**config.mk**
```make
export PLATFORM = sky130hd
export DESIGN_NAME = vga_sync_gen
export DESIGN_NICKNAME = d
export VERILOG_FILES = /design/src/rtl/vga_sync_gen.sv
export SDC_FILE = /design/constraint.sdc
export NUM_CORES = 1
export LEC_CHECK = 0
export CAP_MARGIN = 40
export CORE_AREA = 3 3 63 65
export CTS_BUF_LIST = sky130_fd_sc_hd__clkbuf_16
export DETAILED_ROUTE_END_ITERATION = 16
export DIE_AREA = 0 0 66 68
export GPL_TIMING_DRIVEN = 0
export SETUP_SLACK_MARGIN = 0.3
export SYNTH_ARGS = -nofsm -noshare
export SYNTH_HDL_FRONTEND = slang
export SYNTH_SLANG_ARGS = --single-unit
```
**constraint.sdc**
```tcl
create_clock -name clk -period 2.85 [get_ports clk]
set_input_delay 0.57 -clock clk [delete_from_list [all_inputs] [get_ports clk]]
set_output_delay 0.57 -clock clk [all_outputs]
set_load 0.01 [all_outputs]
```
**src/rtl/vga_sync_gen.sv**
```systemverilog
// VGA timing generator: pixel/line counters with phase FSMs producing sync, blanking and wrap pulses.
// Latency: all outputs registered together with x/y, so they always describe the presented position.
// Backpressure: none; timing advances only on pix_en ticks and holds otherwise.
module vga_sync_gen #(
    parameter int   H_ACTIVE = 640,
    parameter int   H_FRONT  = 16,
    parameter int   H_SYNC   = 96,
    parameter int   H_BACK   = 48,
    parameter int   V_ACTIVE = 480,
    parameter int   V_FRONT  = 10,
    parameter int   V_SYNC   = 2,
    parameter int   V_BACK   = 33,
    parameter logic SYNC_POL = 1'b0
) (
    input  logic       clk,
    input  logic       reset,
    input  logic       pix_en,
    output logic       hsync,
    output logic       vsync,
    output logic       video_on,
    output logic [9:0] x,
    output logic [9:0] y,
    output logic       line_end,
    output logic       frame_end
);

    localparam int H_TOTAL = H_ACTIVE + H_FRONT + H_SYNC + H_BACK;
    localparam int V_TOTAL = V_ACTIVE + V_FRONT + V_SYNC + V_BACK;

    // Last count of each phase; a tick at these values crosses into the next phase.
    localparam logic [9:0] H_ACT_LAST  = 10'(H_ACTIVE - 1);
    localparam logic [9:0] H_FP_LAST   = 10'(H_ACTIVE + H_FRONT - 1);
    localparam logic [9:0] H_SYNC_LAST = 10'(H_ACTIVE + H_FRONT + H_SYNC - 1);
    localparam logic [9:0] H_LAST      = 10'(H_TOTAL - 1);
    localparam logic [9:0] V_ACT_LAST  = 10'(V_ACTIVE - 1);
    localparam logic [9:0] V_FP_LAST   = 10'(V_ACTIVE + V_FRONT - 1);
    localparam logic [9:0] V_SYNC_LAST = 10'(V_ACTIVE + V_FRONT + V_SYNC - 1);
    localparam logic [9:0] V_LAST      = 10'(V_TOTAL - 1);

    typedef enum logic [1:0] {H_ACT, H_FP, H_SYN, H_BP} h_state_t;
    typedef enum logic [1:0] {V_ACT, V_FP, V_SYN, V_BP} v_state_t;

    h_state_t   h_state, h_next;
    v_state_t   v_state, v_next;
    logic [9:0] x_next, y_next;
    logic       x_wrap, y_wrap;

    // Counter next values: x advances per tick, y only when x wraps.
    always_comb begin
        x_wrap = pix_en && (x == H_LAST);
        y_wrap = x_wrap && (y == V_LAST);
        x_next = x;
        y_next = y;
        if (pix_en) begin
            x_next = x_wrap ? 10'd0 : x + 10'd1;
        end
        if (x_wrap) begin
            y_next = y_wrap ? 10'd0 : y + 10'd1;
        end
    end

    // Horizontal phase FSM: moves on the tick leaving the last count of a phase.
    always_comb begin
        h_next = h_state;
        if (pix_en) begin
            case (h_state)
                H_ACT:   if (x == H_ACT_LAST)  h_next = H_FP;
                H_FP:    if (x == H_FP_LAST)   h_next = H_SYN;
                H_SYN:   if (x == H_SYNC_LAST) h_next = H_BP;
                H_BP:    if (x == H_LAST)      h_next = H_ACT;
                default:                       h_next = H_ACT;
            endcase
        end
    end

    // Vertical phase FSM: same sequence, stepped only on line wraps.
    always_comb begin
        v_next = v_state;
        if (x_wrap) begin
            case (v_state)
                V_ACT:   if (y == V_ACT_LAST)  v_next = V_FP;
                V_FP:    if (y == V_FP_LAST)   v_next = V_SYN;
                V_SYN:   if (y == V_SYNC_LAST) v_next = V_BP;
                V_BP:    if (y == V_LAST)      v_next = V_ACT;
                default:                       v_next = V_ACT;
            endcase
        end
    end

    // State and output registers; outputs decode the next phase so they line up with x/y.
    always_ff @(posedge clk) begin
        if (reset) begin
            h_state   <= H_ACT;
            v_state   <= V_ACT;
            x         <= 10'd0;
            y         <= 10'd0;
            hsync     <= ~SYNC_POL;
            vsync     <= ~SYNC_POL;
            video_on  <= 1'b1;
            line_end  <= 1'b0;
            frame_end <= 1'b0;
        end else begin
            h_state   <= h_next;
            v_state   <= v_next;
            x         <= x_next;
            y         <= y_next;
            hsync     <= (h_next == H_SYN) ? SYNC_POL : ~SYNC_POL;
            vsync     <= (v_next == V_SYN) ? SYNC_POL : ~SYNC_POL;
            video_on  <= (h_next == H_ACT) && (v_next == V_ACT);
            line_end  <= x_wrap;
            frame_end <= y_wrap;
        end
    end

endmodule
```
==> Word level (Yosys, flattened, before mapping) <==
Index checks and enable logic that the tools add are counted.
{ "classes": {"eq_ne": 16, "mux": 16, "addsub": 2, "n_reduce_logical": 7} }
{ "ops": {"columns": ["cell", "n"], "rows": [
  ["10-bit == test, second input constant", 5],
  ["10-bit by 9-bit == test with 1-bit output, second input constant", 3],
  ["10-bit by 1-bit adder with 10-bit output, second input constant", 2],
  ["10-bit 2-to-1 mux", 2],
  ["2-bit 2-to-1 mux", 10],
  ["2-bit one-hot mux with 4 select lines", 2],
  ["2-bit == test, second input constant", 6],
  ["2-bit zero test", 4],
  ["2-bit by 1-bit == test with 1-bit output, second input constant", 2],
  ["1-bit logical AND", 3],
  ["1-bit 2-to-1 mux", 2]
]} }
{ "totals": {"ff_bits": 29, "inputBits": 3} }

==> Longest topological paths before layout <==
{ "logic_depth": {"ltp_word": 6, "mapped_depth": 8, "depth_no_buf": 7} }

==> Least setup slack after synthesis <==
Ideal clock, no wire load.
{ "synth_timing": {"path_type": "in2reg", "from": "input port pix_en", "to": "register vsync", "stages": 6, "required_ps": 2723, "arrival_time_ps": 1730, "path_slack_ps": 993, "setup_ps": 127, "path_buffers": 2, "path_cell_list": "buf_2 nand3_1 nor3_4 buf_6 a31oi_1 or3_1"} }
{ "synth_between": {"elab_chain_len": 4} }
{ "synth_rtl": {"columns": ["item", "line", "source"], "rows": [
  ["from (decl)", "17", "input logic pix_en,"],
  ["1-bit logical AND", "50", "x_wrap = pix_en && (x == H_LAST);"],
  ["2-bit 2-to-1 mux", "79", "if (x_wrap) begin"],
  ["2-bit == test", "108", "vsync <= (v_next == V_SYN) ? SYNC_POL : ~SYNC_POL;"],
  ["1-bit 2-to-1 mux", "108", null],
  ["to (signal assigned)", "98", "vsync <= ~SYNC_POL;"],
  ["to (signal assigned)", "108", null],
  ["to (decl)", "19", "output logic vsync,"]
]} }
Every way passes these cells.
A chain may end at the register's enable or synchronous reset.

==> Worst setup path after layout <==
{ "layout_timing": {"from": "register x[0]", "to": "register vsync"} }
{ "layout_between": {"elab_chain_len": 5} }
{ "layout_rtl": {"columns": ["item", "line", "source"], "rows": [
  ["from (decl)", "21", "output logic [9:0] x,"],
  ["from (signal assigned)", "105", "x <= x_next;"],
  ["10-bit == test", "50", null],
  ["1-bit logical AND", "50", null],
  ["2-bit 2-to-1 mux", "79", null],
  ["2-bit == test", "108", null],
  ["1-bit 2-to-1 mux", "108", null]
]} }
Every way passes these cells.

==> metrics.cfg <==
[worst_setup_path]
r2r_slack_ps = 850
cp-startpoint = x[0]
startpoint_type = register
crit_path_max_fanout = 10
critPathKind = reg2reg
crit_required_ps = 3000
critPathArrivalTime_ps = 2150
rr_endpoint = vsync
crit_path_top_delay_cell = dfxtp_1
reg2reg_from = x[0]
cpPeakStageDelay_ps = 420
path_cells = ha_1, nand4bb_4, nor3_4, buf_6, a31oi_1, or3_1
r2r_cells = 6
crit_path_end_kind = register
critPathCapture = vsync

[clock_network]
numCtsBuffers = 5
cts.path.max_buffers = 2
cts_resized = 0
cts_hold_buf = 0
postCtsSetupBuffers = 0
clkTransAtPathRegs_ps = 50
clockRootBuffer = clkbuf_16
cts.sinks = 29
htree_levels = 2
clock_latency_ps = 270
cts_tree = built

[cells_and_area]
multi_input_area_um2 = 786
diodes = 0
final_common_cell = nor2_1
nets = 197
drive_above_1_share_pct = 9.42
area_growth_pct = 32.0
final_core_util_pct = 55.2
seqCellArea_um2 = 581
mostFrequentLayoutCells = 30 x nor2_1, 29 x dfxtp_1, 26 x clkdlybuf4s50_1, 11 x xor2_1, 9 x nand2_1
fillCellCount = 323

[global_routing]
antenna_found_initial = 0
grt_pass1_vias = 1162
grt_use_total_pct = 15.9
grt-ovfl-total = 0
grt_max_degree = 11
grt_pass1_wl_um = 5360

[pwr]
p_per_area_nw_per_um2 = 491
leakage_uw = 0.000688
irDropWorstVdd_mv = 0.289

[route]
drc = 0
vias_per_cell = 5.08
drt-initial-drc-count = 55
vias = 1205
wl_per_cell_um = 12.9
ant_nets = 0
totalWireLength_um = 3050
drt_first_pass_iters = 4

[synthesis]
synth_edf_count = 0
synth.yosys.seq_area_share_pct = 41.0
synth_nets = 164
syn_area_per_cell_um2 = 9.03
syn_area_um2 = 1420
synthFlopType = dfxtp_1
syn_inst = 157
ys_seq_elements = 29
synthArstFlopShare_pct = 0
yosysUniqueCellTypes = 39
yosysWarnings = 0

[timing]
skew_ps = 3.90
holdWs_ps = 493
max_freq_mhz = 500
maxSlewViolCount = 0
finalSetupViolations = 0
tightest_slew_ps = 448
fin_crit_sh_pct = 70.2
finalSetupTns_ps = 0
period_needed_ps = 2000
slew_headroom_pct = 70.2
finalHoldViolCount = 0
rsz0062_at_grt = no

[floorplan]
initial_core_util_pct = 41.8
die_x_um = 66
row_count = 21
die_y_um = 68
die-area_um2 = 4490
core-area_um2 = 3390
io_pins = 28

[flow_run]
drv_cap = 0

[min_path]
hold_class = reg2reg
hold_depth = 2

[outcome]
status = finished clean

[placed_design]
dp_hpwl_um = 2190
port_buffers = 26
gp_congestion = 0.823

==> Yosys cell counts, drive strengths merged (4+ instances only) <==
library cell	instances	area, um2
nand4	6	37.5
ha	4	50.1
nor3	5	41.3
xor2	11	96.3
buf	6	36.3
dfxtp	29	581
nand2	9	33.8
nand3	8	40.0
xnor2	6	52.6
a21oi	6	30.0
nor2	30	113
==> how the worst min path moves through the flow <==
stage	start	end	slack, ps
after global routing	y[1]	y[1]	560
after floorplan	y[1]	y[1]	500
after global placement	y[1]	y[1]	480
final	y[1]	y[1]	490
after CTS	y[1]	y[1]	500
after detailed placement	y[1]	y[1]	490
==> stage by stage <==
stage,total power [uW],cells,area [um2],setup slack [ps]
after floorplan,437,157,1420,993
after global placement,449,229,1740,782
after detailed placement,450,229,1740,779
after CTS,932,237,1870,848
after global routing,954,237,1870,713
final,919,237,1870,851
==> flip-flops by register name, summed over array words and instances, names as in the netlist <==
name,count
h_state,2
line_end,1
vsync,1
video_on,1
hsync,1
x,10
frame_end,1
v_state,2
y,10
==> worst max-delay path, delay by kind of cell (launching register included) <==
| family | cells | cell delay (ps) |
|---|---|---|
| fa+ha+maj | 1 | 320 |
| flops | 1 | 420 |
| buf+inv | 1 | 190 |
| compound gates | 1 | 80 |
| simple gates | 3 | 860 |
==> area by class of cell <==
class | count | share of cell area (%)
Clock inverter | 3 | 0.602
Timing Repair Buffer | 26 | 13.9
Clock buffer | 5 | 6.68
Multi-Input combinational cell | 118 | 42.0
Buffer | 7 | 2.14
Inverter | 3 | 0.602
Sequential cell | 29 | 31.0
Tap cell | 46 | 3.07
==> power by group <==
| group | total, uW | switching, uW | internal (uW) | leakage, uW |
|---|---|---|---|---|
| Sequential | 415 | 4.98 | 410 | 0.000234 |
| Combinational | 27.8 | 14.6 | 13.2 | 0.000376 |
| Clock | 477 | 165 | 312 | 0.0000776 |
| Total | 919 | 184 | 735 | 0.000688 |
==> kinds of logic after synthesis <==
kind of cell / synth area share [%]
compound gates: 7.06
fa+ha+maj: 3.53
buf+inv: 3.62
flops: 41.0
simple gates: 33.6
mux: 0.706
xor+xnor: 10.5
==> per-layer routing <==
metal | track usage (%) | wire, um | part of all wire, %
met5 | 0 | 0 | 0
met4 | 8.63 | 69 | 2.3
met3 | 6.08 | 159 | 5.2
met2 | 21.8 | 1240 | 41
met1 | 21.5 | 1580 | 52
(Power assumes the default switching activity.)
